## config.mk

```make
export PLATFORM = sky130hd
export DESIGN_NAME = output_vote_argmax
export DESIGN_NICKNAME = d
export VERILOG_FILES = /design/src/rtl/output_vote_argmax.sv
export SDC_FILE = /design/constraint.sdc
export NUM_CORES = 1
export LEC_CHECK = 0
export ABC_AREA = 1
export ABC_CLOCK_PERIOD_IN_PS = 2100
export CAP_MARGIN = 20
export CORE_UTILIZATION = 45
export DETAILED_ROUTE_END_ITERATION = 12
export GPL_ROUTABILITY_DRIVEN = 1
export GPL_TIMING_DRIVEN = 0
export PLACE_DENSITY = 0.65
export SLEW_MARGIN = 20
export SYNTH_ARGS = -nofsm -noshare
export SYNTH_HDL_FRONTEND = slang
export SYNTH_SLANG_ARGS = --single-unit
```

## constraint.sdc

```tcl
create_clock -name clk -period 2.1 [get_ports clk]
set_clock_uncertainty 0.05 [all_clocks]
set_input_delay 0.315 -clock clk [delete_from_list [all_inputs] [get_ports clk]]
set_output_delay 0.315 -clock clk [all_outputs]
set_load 0.01 [all_outputs]
```

## src/rtl/output_vote_argmax.sv

```systemverilog
// Vote accumulator and serial argmax behind the 8-class XNOR-popcount output layer.
// Counts per-class votes over N_STEP valid beats, scans the counters one class
// per cycle, then presents the winning class index and its score until cleared.

// Per-class vote counter; one instance per class bit.
module ova_lane #(
  parameter int CNT_W = 6
) (
  input  logic             clk,
  input  logic             rst_n,
  input  logic             clear_i,
  input  logic             inc_i,
  output logic [CNT_W-1:0] cnt_o
);
  logic [CNT_W-1:0] cnt_q;

  // Counter zeroes on clear and steps once per accepted vote; no saturation
  // logic is needed because it cannot exceed N_STEP.
  always_ff @(posedge clk or negedge rst_n) begin
    if (!rst_n)       cnt_q <= '0;
    else if (clear_i) cnt_q <= '0;
    else if (inc_i)   cnt_q <= cnt_q + 1'b1;
  end

  assign cnt_o = cnt_q;
endmodule

module output_vote_argmax #(
  parameter int N_CLASS = 8,
  parameter int N_STEP  = 32,
  parameter int CNT_W   = 6,
  parameter int IDX_W   = 3
) (
  input  logic               clk,
  input  logic               rst_n,
  input  logic               clear,
  input  logic [N_CLASS-1:0] data_in,
  input  logic               data_in_valid,
  output logic [IDX_W-1:0]   class_id,
  output logic [CNT_W-1:0]   class_score,
  output logic               result_valid,
  output logic               done,
  output logic               busy,
  output logic               drop_err
);
  // RES is the one-cycle hand-off after the last compare where the result
  // registers load; it keeps SCAN exactly N_CLASS cycles long.
  typedef enum logic [1:0] {ACC, SCAN, RES, DONE} state_e;

  state_e                          state_q, state_d;
  logic [CNT_W-1:0]                step_q, step_d;
  logic [IDX_W-1:0]                k_q, k_d;
  logic [IDX_W-1:0]                best_idx_q, best_idx_d;
  logic [CNT_W-1:0]                best_score_q, best_score_d;
  logic [IDX_W-1:0]                class_id_q, class_id_d;
  logic [CNT_W-1:0]                class_score_q, class_score_d;
  logic                            rv_q, rv_d;
  logic                            drop_q, drop_d;
  logic [N_CLASS-1:0][CNT_W-1:0]   cnt;
  logic [CNT_W-1:0]                cur_cnt;
  logic                            beat_acc;

  // A beat counts only in ACC and only when clear is not also asserted.
  assign beat_acc = data_in_valid && (state_q == ACC) && !clear;

  for (genvar i = 0; i < N_CLASS; i++) begin : g_lane
    ova_lane #(.CNT_W(CNT_W)) u_lane (
      .clk     (clk),
      .rst_n   (rst_n),
      .clear_i (clear),
      .inc_i   (beat_acc && data_in[i]),
      .cnt_o   (cnt[i])
    );
  end

  assign cur_cnt = cnt[k_q];

  // Next-state: step counting, serial argmax, result load and sticky drop flag.
  always_comb begin
    state_d       = state_q;
    step_d        = step_q;
    k_d           = k_q;
    best_idx_d    = best_idx_q;
    best_score_d  = best_score_q;
    class_id_d    = class_id_q;
    class_score_d = class_score_q;
    rv_d          = 1'b0;
    drop_d        = drop_q;
    if (clear) begin
      state_d      = ACC;
      step_d       = '0;
      k_d          = '0;
      best_idx_d   = '0;
      best_score_d = '0;
      drop_d       = 1'b0;
    end else begin
      if (data_in_valid && state_q != ACC) drop_d = 1'b1;
      case (state_q)
        ACC: begin
          if (data_in_valid) begin
            if (step_q == CNT_W'(N_STEP - 1)) begin
              step_d  = '0;
              k_d     = '0;
              state_d = SCAN;
            end else begin
              step_d = step_q + 1'b1;
            end
          end
        end
        SCAN: begin
          // Strict compare: ties keep the lower index.
          if (k_q == '0 || cur_cnt > best_score_q) begin
            best_score_d = cur_cnt;
            best_idx_d   = k_q;
          end
          if (k_q == IDX_W'(N_CLASS - 1)) begin
            k_d     = '0;
            state_d = RES;
          end else begin
            k_d = k_q + 1'b1;
          end
        end
        RES: begin
          class_id_d    = best_idx_q;
          class_score_d = best_score_q;
          rv_d          = 1'b1;
          state_d       = DONE;
        end
        DONE: ;
        default: state_d = ACC;
      endcase
    end
  end

  // State and datapath registers; reset discards any partial sample.
  always_ff @(posedge clk or negedge rst_n) begin
    if (!rst_n) begin
      state_q       <= ACC;
      step_q        <= '0;
      k_q           <= '0;
      best_idx_q    <= '0;
      best_score_q  <= '0;
      class_id_q    <= '0;
      class_score_q <= '0;
      rv_q          <= 1'b0;
      drop_q        <= 1'b0;
    end else begin
      state_q       <= state_d;
      step_q        <= step_d;
      k_q           <= k_d;
      best_idx_q    <= best_idx_d;
      best_score_q  <= best_score_d;
      class_id_q    <= class_id_d;
      class_score_q <= class_score_d;
      rv_q          <= rv_d;
      drop_q        <= drop_d;
    end
  end

  assign class_id     = class_id_q;
  assign class_score  = class_score_q;
  assign result_valid = rv_q;
  assign done         = (state_q == DONE);
  assign busy         = (state_q == SCAN);
  assign drop_err     = drop_q;
endmodule

```

Word level (Yosys, flattened, before mapping)
Index checks and enable logic that the tools add are counted.
{"block": "word_totals", "ff_bits": 79, "latch_bits": 0, "mem_bits_rw": 0, "romBits": 0, "inputBits": 12, "output_inout_bits": 13, "word_cells": 116, "n_memories": 0}
{"block": "op_classes", "addsub": 10, "n_mul": 0, "div": 0, "order_cmp": 2, "n_eq_ne": 8, "shift": 0, "muxes": 42, "n_bitwise": 1, "n_reduce_logical": 36}
{"op": "two-way mux 6 bit", "n": 24}
{"op": "adder 6 x 1 -> 6 bit (second input constant)", "n": 9}
{"op": "nonzero test 2 bit", "n": 14}
{"op": "two-way mux 3 bit", "n": 7}
{"op": "binary-select mux 6 bit (select 3 bit)", "n": 1}
{"op": "logical AND 1 bit", "n": 11}
{"op": "two-way mux 2 bit", "n": 4}
{"op": "== test 6 x 5 -> 1 bit (second input constant)", "n": 1}
{"op": "> comparator 6 bit", "n": 1}
{"op": "!= test 3 x 2 -> 1 bit (second input constant)", "n": 2}
{"op": "one-hot mux 2 bit (3 select lines)", "n": 1}
{"op": "one-hot mux 3 bit (2 select lines)", "n": 1}
{"op": "AND reduction 2 bit", "n": 3}
{"op": "== test 2 bit (second input constant)", "n": 2}
{"op": "less-than comparator 3 x 4 -> 1 bit (second input constant)", "n": 1}
{"op": "two-way mux 1 bit", "n": 4}
{"op": "AND reduction 4 bit", "n": 1}
{"op": "nonzero test 4 bit", "n": 1}
{"op": "adder 3 x 1 -> 3 bit (second input constant)", "n": 1}
{"op": "== test 3 bit (second input constant)", "n": 1}
{"op": "zero test 3 bit", "n": 1}
{"op": "!= test 3 bit (second input constant)", "n": 1}
{"op": "AND reduction 3 bit", "n": 1}
{"op": "nonzero test 3 bit", "n": 1}
{"op": "5 further kinds", "n": 5}

Logic depth before layout (Yosys ltp)
{"block": "logic_depth", "depth_word": 7, "depth_mapped": 20, "ltp_nobuf": 18}

Modules after synthesis
Synthesis repeated with hierarchy kept, for this count alone.
{"block": "hier_totals", "cells_unflattened": 636, "hier_area_um2": 4773.3}
{"module": "ova_lane", "instances": 8, "cells_each": 39, "area_each_um2": 320.3, "seq_area_each_um2": 150.1}
{"module": "output_vote_argmax", "instances": 1, "cells_each": 324, "area_each_um2": 2210.9, "seq_area_each_um2": 775.7}

Worst setup path after synthesis
OpenSTA, ideal clock, no wires.
{"block": "synth_path", "kind": "register to register", "start": "register k_q[0]", "end": "register best_idx_q[0]", "setup_time_ps": 117, "t_arrival_ps": 2046, "required_ps": 1933, "slack_ps": -113, "path_stages_with_launch": 19, "path_buffers": 2, "period_less_slack_ps": 2213, "cell_sequence": "dfrtp_1 buf_2 inv_2 buf_2 nand2_1 nand3_1 nand2_1 nand2_1 nand2_1 ha_1 nand2_1 nor2_1 nand2_1 nand3_1 nand2_1 nand2_2 nand2_2 nand2_1 nand2_1"}
{"block": "synth_between", "elab_chain_cells": 6, "elab_cells_between_ends": 10, "cone_classes": "1 x order compare; 5 x mux; 4 x reduce/logical"}
{"item": "start, declared", "line_no": "52", "rtl": "logic [IDX_W-1:0] k_q, k_d;"}
{"item": "start signal, assigned", "line_no": "150", "rtl": "k_q <= k_d;"}
{"item": "binary-select mux 6 bit (select 3 bit)", "line_no": "76", "rtl": "assign cur_cnt = cnt[k_q];"}
{"item": "two-way mux 6 bit (not written as such)", "line_no": "76"}
{"item": "> comparator 6 bit", "line_no": "112", "rtl": "if (k_q == '0 || cur_cnt > best_score_q) begin"}
{"item": "logical OR 1 bit", "line_no": "112"}
{"item": "nonzero test 2 bit (no line)"}
{"item": "AND reduction 2 bit (no line)"}
{"item": "end signal, assigned", "line_no": "151", "rtl": "best_idx_q <= best_idx_d;"}
{"item": "end, declared", "line_no": "53", "rtl": "logic [IDX_W-1:0] best_idx_q, best_idx_d;"}
Parallel ways exist; a longest one is shown, timed or not. The select of a mux whose other input is x is not followed.
A chain may end at the register's enable or synchronous reset.

Worst setup path in the final report
{"block": "layout_path", "start": "register k_q[0]", "end": "register best_score_q[2]"}
{"block": "layout_between", "elab_chain_cells": 6, "elab_cells_between_ends": 10, "cone_classes": "1 x order compare; 5 x mux; 4 x reduce/logical"}
{"item": "binary-select mux 6 bit (select 3 bit)", "line_no": "76"}
{"item": "two-way mux 6 bit (not written as such)", "line_no": "76"}
{"item": "> comparator 6 bit", "line_no": "112"}
{"item": "logical OR 1 bit", "line_no": "112"}
{"item": "nonzero test 2 bit (no line)"}
{"item": "AND reduction 2 bit (no line)"}
{"item": "end signal, assigned", "line_no": "152", "rtl": "best_score_q <= best_score_d;"}
{"item": "end, declared", "line_no": "54", "rtl": "logic [CNT_W-1:0] best_score_q, best_score_d;"}
Parallel ways exist; a longest one is shown, timed or not. The select of a mux whose other input is x is not followed.

==> tab_implementation.tex <==
\begin{tabular}{lr}
\hline
Metric & Value \\
\hline
\multicolumn{2}{l}{\textbf{STA}} \\
\quad Setup Viol. Count Final & 9 \\
\quad Setup repair after global routing missed its margin & true \\
\quad Post-route worst setup slack & -0.196 ns \\
\quad Actual transition at the worst max-transition pin & 0.588 ns \\
\quad Final count of hold timing violations & 0 \\
\quad Final period util & 109\% \\
\quad Timing-limited maximum frequency & around 0.44 GHz \\
\quad Max-slew headroom & 60.8\% \\
\quad Total count of max-transition violations in the final report & 0 \\
\quad Min cycle time layout & around 2.3 ns \\
\multicolumn{2}{l}{\textbf{Synth}} \\
\quad Avg Synthesized Cell Area & 7.36 um\^{}2 \\
\quad Post-synth net total & around 640 \\
\quad FF+latch count, synth & 79 \\
\quad Post-synth top area share & roughly 44\% \\
\quad Dominant cell type by area after synthesis & dfrtp\_1 \\
\quad Sequential cell area fraction in the yosys report & 44.0\% \\
\quad Number of warnings issued by yosys & 0 \\
\quad Distinct cells, synth & 25 \\
\quad Cell count after synthesis & slightly above 600 \\
\quad Post-Synthesis Cell Area & 0.00449 mm\^{}2 \\
\quad Most area-consuming cells after synthesis & dfrtp\_1, nand2\_1, nand3\_1 \\
\multicolumn{2}{l}{\textbf{Place}} \\
\quad Gpl congestion & 0.869 \\
\quad Hpwl dp & 7.88 mm \\
\quad Port Buf Inserts & 24 \\
\quad Total placed instance area & 0.00494 mm\^{}2 \\
\quad Worst setup timing slack at the placement stage & -0.366 ns \\
\multicolumn{2}{l}{\textbf{Cells and area}} \\
\quad Number of diodes added for antenna fixing & 0 \\
\quad Fraction of layout instances using a drive strength above 1 & 18.7\% \\
\quad Area growth from synthesis to layout & 25.1\% \\
\quad Final \#Nets & 696 \\
\quad Final Instance Area & 0.00562 mm\^{}2 \\
\quad Count of fill cells added during filler insertion & a little under 900 \\
\multicolumn{2}{l}{\textbf{Global route}} \\
\quad Vias in the first global route & between 3k and 4k \\
\quad First-pass GRT wire length & 18.9 mm \\
\quad Antenna violations before repair & 0 \\
\quad Maximum number of pins on one net before global-route repair & 52 \\
\quad Global routing usage summed across all routing layers & 24.0\% \\
\quad GRT overflow & 0 \\
\multicolumn{2}{l}{\textbf{Detailed routing}} \\
\quad DRC violation count after routing & 0 \\
\quad Routed WL per cell & 14.8 um \\
\quad 1st-iter DRT viols & 267 \\
\quad Post-detailed-route count of antenna-violating nets & 0 \\
\quad Total wirelength of the detailed-routed design & between 10 and 15 mm \\
\quad DRT Pass-1 Iters & 4 \\
\quad Number of vias per cell after detailed routing & 5.20 \\
\quad Number of vias after detailed routing & 4,163 \\
\multicolumn{2}{l}{\textbf{Worst setup path}} \\
\quad Crit path arrival time & 2.50 ns \\
\quad Element type at the critical path start & flip-flop \\
\quad Critical setup path kind & flip-flop to flip-flop \\
\quad Required time at the worst-slack endpoint & 2.31 ns \\
\quad Biggest fanout along the worst timing path & 6 \\
\quad Sort of element at the end of the critical path & flip-flop \\
\quad Register-to-register setup slack & -0.20 ns \\
\multicolumn{2}{l}{\textbf{Clock network}} \\
\quad Clk Tree Root Cell & clkbuf\_8 \\
\quad Clock Pin Slew Worst Setup and Hold Paths & 0.09 ns \\
\quad Depth of the CTS H-tree & 3 \\
\quad Buffer depth of the longest clock path & 2 \\
\quad Clock Latency Late Sink & 0.36 ns \\
\quad CTS sink cnt & 79 \\
\quad CTS tree & yes \\
\quad Total clock buffers created by CTS & 9 \\
\multicolumn{2}{l}{\textbf{Status}} \\
\quad Result of the run & finished, violations left \\
\quad Violations in the final reports & negative setup slack \\
\multicolumn{2}{l}{\textbf{Die}} \\
\quad Die Span Y & around 100 um \\
\quad Floorplan row count & 36 \\
\quad Die outline width & 102 um \\
\quad Standard cell core area & slightly below 0.01 mm\^{}2 \\
\quad Num ports & 25 \\
\quad DIE AREA & 0.0104 mm\^{}2 \\
\quad Effective utilization at floorplan & 46.1\% \\
\multicolumn{2}{l}{\textbf{Pwr}} \\
\quad Power density of the placed cells & 997 mW/mm\^{}2 \\
\quad Worst vdd rail ir drop & 0.598 mV \\
\quad Pleak & 2.67 nW \\
\multicolumn{2}{l}{\textbf{Flow run}} \\
\quad Max-cap viol count & 0 \\
\multicolumn{2}{l}{\textbf{Hold path}} \\
\quad Worst min-delay path category & input pin to asynchronous set/reset pin \\
\hline
\end{tabular}
==> layer usage <==
layer  vias up  global-route usage [%]  wire length (um)  part of all wire (%)
li1       2065                       -                 -                     -
met1      1994                    31.8              5570                    47
met2        75                    38.2              5470                    46
met3        29                    3.63               373                   3.2
met4         0                    11.8               394                   3.3
met5         -                    3.37                 0                     0
==> flip-flops by register name, indices dropped and copies added, names as in the netlist <==
signal and count:
g_lane.u_lane.cnt_o 48, best_score_q 6, class_id 3, step_q 6
k_q 3, class_score 6, result_valid 1, state_q 2
best_idx_q 3, drop_err 1
==> report_power, final <==
group / internal, mW / switching (mW) / total, mW
combinational: 1.09 / 1.62 / 2.71
sequential: 1.65 / 0.107 / 1.76
clock: 0.546 / 0.586 / 1.13
==> critical path, cell delays in order (launching register included) <==
cell and delay [ns]:
dfrtp_1 0.40, buf_6 0.15, inv_8 0.07, buf_6 0.12, nand2_1 0.08, nand3_2 0.08, nand2_1 0.05, nand2_1 0.06
nand2_2 0.09, ha_4 0.30, nand2_1 0.07, nand2_1 0.08, nand2_1 0.07, nand3_2 0.10, nand2_4 0.08, nand2_8 0.12
nand2_8 0.09, nand2_2 0.07, nand2_1 0.05
==> layout make-up <==
cell class | instances | area (um^2) | share of cell area (%)
timing repair buffer | 39 | 380 | 6.77
multi-input combinational | 437 | 2460 | 43.8
tap | 133 | 166 | 2.96
clock buffer | 10 | 128 | 2.27
inverter | 79 | 304 | 5.41
clock inverter | 6 | 61.3 | 1.09
buffer | 17 | 138 | 2.45
sequential | 79 | 1980 | 35.2
==> cells by family after synthesis <==
group,Yosys count,share of synthesized area [%]
AO/OA/AOI/OAI,76,8.64
XOR/XNOR,3,0.586
adder cells (fa/ha/maj),22,6.13
buffers and inverters,96,8.53
flip-flops,79,44.0
AND/OR/NAND/NOR,334,32.1
==> placed cells by master (no fill, tap or decap), types with 9 or more instances in the layout <==
cell             count
nor3_1              14
o21ai_0             48
clkdlybuf4s50_1     23
buf_4               12
nand3_2             15
nor2_1              33
ha_1                16
a21oi_1             22
nand2_2             34
clkbuf_8             9
nand3_1             51
dfrtp_1             78
inv_1               73
nand2_1            162
==> final timing paths <==
kind                               startpoint                        end  depth (start not counted)
worst max-delay path                   k_q[0]            best_score_q[2]                         18
worst min-delay path                    rst_n  g_lane[0].u_lane.cnt_o[1]                          2
worst max register to register         k_q[0]            best_score_q[2]                         18
worst min register to register  best_idx_q[1]              best_idx_q[1]                          2
max in group asynchronous               rst_n                     k_q[1]                          3
min in group clk                best_idx_q[1]              best_idx_q[1]                          2
==> metrics by stage <==
step	setup TNS, ns	power, mW	hold slack, ns	cells	util [%]
floorplan	0	2.97	-0.0306	610	-
global placement	-179.83	3.47	0.406	767	50.6
detailed placement	-3.88	3.50	0.222	768	50.8
CTS	-0.859	5.16	0.396	797	55.5
global route	-2.46	5.93	0.433	800	57.7
finish	-1.58	5.60	0.393	800	57.7
==> synthesized netlist by cell type, drive strengths merged <==
cell and count:
nand2 205, dfrtp 79, inv 79, nand3 66
o21ai 49, nor2 36, a21oi 23, ha 22
nor3 17, buf 13, nand4 8, clkbuf 4
a211oi 2, o22ai 2, xor2 2, nand3b 1
or2 1, xnor2 1
==> repair_timing <==
| item | in CTS | in global routing |
|---|---|---|
| resized for setup | 44 | 51 |
| endpoints found under the setup margin | 9 | 14 |
| endpoints found under the hold margin | 28 | 0 |
| hold buffers | 1 | 0 |
| gates cloned | 3 | 0 |
| buffers inserted | 9 | 3 |
| pin swaps | 25 | 21 |
Power figures use the tool's default switching activity.
